### src/rtl/out_port_fifo_if.sv
// Handshake bundle between the CPU OUT port, the output FIFO and the downstream consumer.
// With OUT_PORT_FIFO_STATS_EN defined the bundle also carries the 16-bit drop counter.
interface out_port_fifo_if #(
  parameter int DATA_W = 32,
  parameter int CNT_W  = 3
);
  logic              wr_en;
  logic [DATA_W-1:0] wr_data;
  logic              out_valid;
  logic              out_ready;
  logic [DATA_W-1:0] out_data;
  logic              full;
  logic              empty;
  logic [CNT_W-1:0]  count;
  logic              overflow;
  logic              clr_ovf;
`ifdef OUT_PORT_FIFO_STATS_EN
  logic [15:0]       drop_cnt;
`endif

  modport master (
    output wr_en, wr_data, out_ready, clr_ovf,
    input  out_valid, out_data, full, empty, count, overflow
`ifdef OUT_PORT_FIFO_STATS_EN
    , input drop_cnt
`endif
  );

  modport slave (
    input  wr_en, wr_data, out_ready, clr_ovf,
    output out_valid, out_data, full, empty, count, overflow
`ifdef OUT_PORT_FIFO_STATS_EN
    , output drop_cnt
`endif
  );
endinterface

### src/rtl/out_port_fifo.sv
// First-word-fall-through FIFO buffering CPU OUT-port writes for a valid/ready consumer.
// Optional feature macro: OUT_PORT_FIFO_STATS_EN adds a saturating 16-bit drop counter.
module out_port_fifo #(
  parameter int DATA_W = 32,
  parameter int DEPTH  = 4,
  parameter int CNT_W  = 3
) (
  input  logic            clk,
  input  logic            reset,
  out_port_fifo_if.slave  bus
);
  localparam int PTR_W = $clog2(DEPTH);

  logic [DATA_W-1:0] mem_q [DEPTH];
  logic [PTR_W-1:0]  wr_ptr_q, wr_ptr_d;
  logic [PTR_W-1:0]  rd_ptr_q, rd_ptr_d;
  logic [CNT_W-1:0]  count_q, count_d;
  logic              overflow_q, overflow_d;
  logic              push_s, pop_s, drop_s, full_s, empty_s;
`ifdef OUT_PORT_FIFO_STATS_EN
  logic [15:0]       drop_cnt_q, drop_cnt_d;
`endif

  // full/empty come from the registered count only, so wr_en never reaches out_*
  assign full_s  = (count_q == CNT_W'(DEPTH));
  assign empty_s = (count_q == {CNT_W{1'b0}});

  always_comb begin
    pop_s      = ~empty_s & bus.out_ready;
    push_s     = bus.wr_en & (~full_s | pop_s);
    drop_s     = bus.wr_en & full_s & ~pop_s;
    wr_ptr_d   = wr_ptr_q;
    rd_ptr_d   = rd_ptr_q;
    count_d    = count_q;
    overflow_d = overflow_q;
    if (push_s) begin
      wr_ptr_d = wr_ptr_q + PTR_W'(1);
    end else begin
      wr_ptr_d = wr_ptr_q;
    end
    if (pop_s) begin
      rd_ptr_d = rd_ptr_q + PTR_W'(1);
    end else begin
      rd_ptr_d = rd_ptr_q;
    end
    case ({push_s, pop_s})
      2'b10:   count_d = count_q + CNT_W'(1);
      2'b01:   count_d = count_q - CNT_W'(1);
      default: count_d = count_q;
    endcase
    // a drop in the same cycle as clr_ovf keeps the sticky flag set
    if (drop_s) begin
      overflow_d = 1'b1;
    end else if (bus.clr_ovf) begin
      overflow_d = 1'b0;
    end else begin
      overflow_d = overflow_q;
    end
  end

`ifdef OUT_PORT_FIFO_STATS_EN
  always_comb begin
    drop_cnt_d = drop_cnt_q;
    if (drop_s) begin
      if (bus.clr_ovf) begin
        drop_cnt_d = 16'd1;
      end else if (drop_cnt_q != 16'hFFFF) begin
        drop_cnt_d = drop_cnt_q + 16'd1;
      end else begin
        drop_cnt_d = drop_cnt_q;
      end
    end else if (bus.clr_ovf) begin
      drop_cnt_d = 16'd0;
    end else begin
      drop_cnt_d = drop_cnt_q;
    end
  end

  always_ff @(posedge clk or negedge reset) begin
    if (!reset) begin
      drop_cnt_q <= 16'd0;
    end else begin
      drop_cnt_q <= drop_cnt_d;
    end
  end

  assign bus.drop_cnt = drop_cnt_q;
`endif

  always_ff @(posedge clk or negedge reset) begin
    if (!reset) begin
      wr_ptr_q   <= {PTR_W{1'b0}};
      rd_ptr_q   <= {PTR_W{1'b0}};
      count_q    <= {CNT_W{1'b0}};
      overflow_q <= 1'b0;
    end else begin
      wr_ptr_q   <= wr_ptr_d;
      rd_ptr_q   <= rd_ptr_d;
      count_q    <= count_d;
      overflow_q <= overflow_d;
    end
  end

  // storage needs no reset: entries are only visible while count is non-zero
  always_ff @(posedge clk) begin
    if (push_s) begin
      mem_q[wr_ptr_q] <= bus.wr_data;
    end
  end

  assign bus.out_valid = ~empty_s;
  assign bus.out_data  = empty_s ? {DATA_W{1'b0}} : mem_q[rd_ptr_q];
  assign bus.full      = full_s;
  assign bus.empty     = empty_s;
  assign bus.count     = count_q;
  assign bus.overflow  = overflow_q;
endmodule

### src/flat_wrapper.sv
// flat-port wrapper written by rule: the top's interface ports become plain ports
module out_port_fifo_flat 
#(
  parameter int DATA_W = 32,
  parameter int DEPTH  = 4,
  parameter int CNT_W  = 3
)
  (clk, reset, bus_wr_en, bus_wr_data, bus_out_ready, bus_clr_ovf, bus_out_valid, bus_out_data, bus_full, bus_empty, bus_count, bus_overflow);
  out_port_fifo_if #(.DATA_W(DATA_W), .CNT_W(CNT_W)) bus_i ();
  input  logic clk;
  input  logic reset;
  input wire logic [$bits(bus_i.wr_en)-1:0] bus_wr_en;
  input wire logic [$bits(bus_i.wr_data)-1:0] bus_wr_data;
  input wire logic [$bits(bus_i.out_ready)-1:0] bus_out_ready;
  input wire logic [$bits(bus_i.clr_ovf)-1:0] bus_clr_ovf;
  output wire logic [$bits(bus_i.out_valid)-1:0] bus_out_valid;
  output wire logic [$bits(bus_i.out_data)-1:0] bus_out_data;
  output wire logic [$bits(bus_i.full)-1:0] bus_full;
  output wire logic [$bits(bus_i.empty)-1:0] bus_empty;
  output wire logic [$bits(bus_i.count)-1:0] bus_count;
  output wire logic [$bits(bus_i.overflow)-1:0] bus_overflow;
  assign bus_i.wr_en = bus_wr_en;
  assign bus_i.wr_data = bus_wr_data;
  assign bus_i.out_ready = bus_out_ready;
  assign bus_i.clr_ovf = bus_clr_ovf;
  assign bus_out_valid = bus_i.out_valid;
  assign bus_out_data = bus_i.out_data;
  assign bus_full = bus_i.full;
  assign bus_empty = bus_i.empty;
  assign bus_count = bus_i.count;
  assign bus_overflow = bus_i.overflow;
  out_port_fifo #(.DATA_W(DATA_W), .DEPTH(DEPTH), .CNT_W(CNT_W)) u_core (.clk(clk), .reset(reset), .bus(bus_i));
endmodule
### config.mk
export PLATFORM = sky130hd
export DESIGN_NAME = out_port_fifo_flat
export DESIGN_NICKNAME = d
export VERILOG_FILES = /design/src/rtl/out_port_fifo_if.sv /design/src/rtl/out_port_fifo.sv /design/src/flat_wrapper.sv
export SDC_FILE = /design/constraint.sdc
export NUM_CORES = 1
export LEC_CHECK = 0
export BUFFER_PORTS_ARGS = -buffer_cell sky130_fd_sc_hd__buf_2
export CAP_MARGIN = 10
export CORE_ASPECT_RATIO = 1.5
export CORE_MARGIN = 3
export CORE_UTILIZATION = 30
export CTS_CLUSTER_DIAMETER = 200
export DETAILED_ROUTE_END_ITERATION = 8
export PLACE_DENSITY = 0.61
export SETUP_SLACK_MARGIN = 0.05
export SYNTH_ARGS = -nofsm -noshare
export SYNTH_HDL_FRONTEND = slang
export SYNTH_SLANG_ARGS = --single-unit
### constraint.sdc
create_clock -name clk -period 2.1 [get_ports clk]
set_clock_uncertainty 0.15 [all_clocks]
set_input_delay 0.42 -clock clk [delete_from_list [all_inputs] [get_ports clk]]
set_output_delay 0.42 -clock clk [all_outputs]
set_load 0.02 [all_outputs]
==> results.md <==
- Worst-Margin Slew: 0.229 ns
- Crit path cell chain: buf_12 -> buf_12 -> mux4_2 -> and2_4 -> buf_6
- Routed WL per cell: 19.4 microns
- Die width: 115 microns
- Placed cell count: 547
- Crit path to: bus_out_data[23]
- Top cells by count, synth: edfxtp_1 (128), and2_1 (33), mux4_2 (26)
- Hold Vio Cnt, Final: 0
- Most common cell in the netlist: edfxtp_1
- Tmin final: 2.50 ns
- # DRC: 0
- Row count: 59
- Vias in the first global route: 2985
- CP most frequent cell: buf_12
- Clock Root Buffer: clkbuf_16
- Hold Slack: 0.0367 ns
- # setup viols final: 37
- Final worst path period share: 119%
- Max Root-Sink Buffers: 2
- Slowest cell on crit path: mux4_2
- Total number of vias: 2712
- Mapped Area: 5360 sq um
- CTS buffer count: 17
- Pwr Total: 12.0 mW
- Total GRT Usage: 11.8%
- Worst vdd ir: 0.631 mV
- Async set-reset flop share out of synthesis: 5.88%
- Final Max Tran Viols: 0
- Die height: 170 microns
- Data arrival, critical path: 1.93 ns
- Delay-heaviest family, CP: multiplexers
- # IOs: 76
- CTS tree: built
- Final Net Count: 413
- Share of the synthesized area in the top cell type: 71.7%
- Post-synthesis sequential element count: 136
- Buffers & Inverters on Critical Path: 3
- Fmax: 400 MHz
- Worst setup path startpoint: u_core.rd_ptr_q[0]$_DFFE_PN0P_
- First-pass GRT wire length: 17000 microns
- Area contributors post-synth: edfxtp_1 (72%), mux4_2 (11%), and2_1 (3.9%)
- Worst Hold Class: in -> reg
- Status: finished with violations
- Htree depth: 4
- First-pass DRT Iterations: 4
- Yosys cell types: 24
- Synth area leader: edfxtp_1
- Static leakage: 2.70 nW
- Critical setup path kind: reg -> out
- Clk slew on worst S/H paths: 0.06 ns
- Mapped Nets: 291
- Die area: 19500 sq um
- Hold path cells: 2
- Initial Util: 30.8%
- Layout area overhead: 36.5%
- Maximum capacitance violations: 0
- Endpoint type of the worst setup path: output pin
- Post-synth top flop: edfxtp_1
- WP depth: 5
- Headroom to the max-slew limit: 84.8%
- Worst EP required: 1.53 ns
- Crit path max fanout: 8
- Crit start category: register
- Synthesis Warnings: 0
- Power density over the cells: 1640 nW/um^2
- Post-Route WL: 11600 microns
- Share of layout cells above drive strength 1: 56.8%
- R2R Setup Slk: -0.15 ns
- Violated checks: setup timing
- # port buffers: 75
- Unrepaired setup endpoints after global routing: true
- Core Box Area: 17400 sq um
- Number of diodes: 0
- Finished Core Util: 42.0%
- Reg-to-Reg Start: u_core.bus.count[0]$_DFFE_PN0P_
- DP Wirelength: 6740 microns
- Sequential area share after synthesis: 75.5%
- DR vias/cell: 4.56
- Syn_area_per_cell: 21.6 sq um
- Synthesized instance count: 248
- Largest net degree at the start of global routing: 26
- Initial antenna violation count: 1
- Worst skew pair latency: 0.41 ns
- Initial drt markers: 113
- Number of synthesized flops with an enable pin: 128
- Grt ovf: 0
- CTS sink count: 136
- GP Congestion: 0.686
- DRT antenna net count: 0
- CP peak stage delay: 0.50 ns
- Worst slack at placement: -0.155 ns
- Worst Reg-to-Reg Cells: 9
- Final WS setup: -0.399 ns
- Final Instance Count excl. Fillers: 595
- Reg-to-reg endpoint: u_core.bus.count[2]$_DFFE_PN0P_
## final cells by class
type                    count  area [sq um]
well taps                 213           267
clock buffers              17           425
inverters                  10          40.0
multi-input cells          90          1280
fillers                  1563         10100
repair buffers            115          1130
clock inverters            14           124
flip-flops and latches    136          4050
## report_power, final
group	total, mW	internal (mW)	switching (mW)
logic	5.46	2.99	2.47
registers	3.75	3.59	0.163
clock network	2.76	1.63	1.13
## registers in the layout, indices dropped and copies added, names as in the netlist
signal / cells
u_core.bus.count: 3
u_core.wr_ptr_q: 2
u_core.mem_q: 128
u_core.bus.overflow: 1
u_core.rd_ptr_q: 2
## metal layers
| layer | up-vias | global-route usage (%) | part of all wire [%] |
|---|---|---|---|
| li1 | 1228 | - | - |
| met1 | 1405 | 13.4 | 39 |
| met2 | 62 | 20.6 | 56 |
| met3 | 15 | 3.00 | 3.4 |
| met4 | 2 | 5.36 | 1.6 |
| met5 | - | 0 | 0.061 |
## cell usage in the layout (no fill, tap or decap), types with 2 or more instances in the layout
cell type and count:
and2_1 6, mux4_2 28, ha_1 4, inv_1 6, buf_8 2, inv_6 4
mux4_1 4, buf_12 12, edfxtp_1 128, clkinv_4 4, inv_2 3, xnor2_1 3
xor2_1 3, clkbuf_16 20, and2_4 31, dfrtp_2 5, buf_2 46, buf_6 37
buf_4 13, dfrtp_1 3, clkinv_1 3
## worst min path at each step
stage | to | from | slack [ns]
5_1_grt | u_core.bus.overflow$_DFFE_PN0P_ | bus_clr_ovf | 0.03
3_5_place_dp | u_core.bus.overflow$_DFFE_PN0P_ | reset | 0.13
3_3_place_gp | u_core.bus.overflow$_DFFE_PN0P_ | reset | 0.12
2_1_floorplan | u_core.bus.count[0]$_DFFE_PN0P_ | reset | -0.03
6_report | u_core.bus.overflow$_DFFE_PN0P_ | bus_clr_ovf | 0.04
4_1_cts | u_core.bus.overflow$_DFFE_PN0P_ | bus_clr_ovf | 0.02
## logic make-up (layout without fill, tap and decap cells)
kind of cell / after synthesis / after routing / synth area share [%]
AND/OR/NAND/NOR: 42 / 42 / 4.97
XOR/XNOR: 6 / 6 / 0.981
AO/OA/AOI/OAI: 3 / 3 / 0.537
adder cells (fa/ha/maj): 6 / 6 / 1.54
flip-flops: 136 / 136 / 75.5
multiplexers: 33 / 33 / 14.2
buffers and inverters: 22 / 156 / 2.34
## what timing repair did
action	4_1_cts	5_1_grt
pin swaps	29	12
gates resized for setup	92	26
hold buffers	1	0
cloned	2	4
endpoints found under the setup margin	39	147
endpoints found under the hold margin	8	0
buffers inserted	7	6
## through the flow
step           TNS [ns]  area (sq um)
6_report         -12.58          7310
5_1_grt          -14.87          7310
4_1_cts          -13.01          7140
3_5_place_dp     -0.522          6220
3_3_place_gp     -0.104          6220
2_1_floorplan    -0.271          5380
Power figures use the tool's default switching activity.
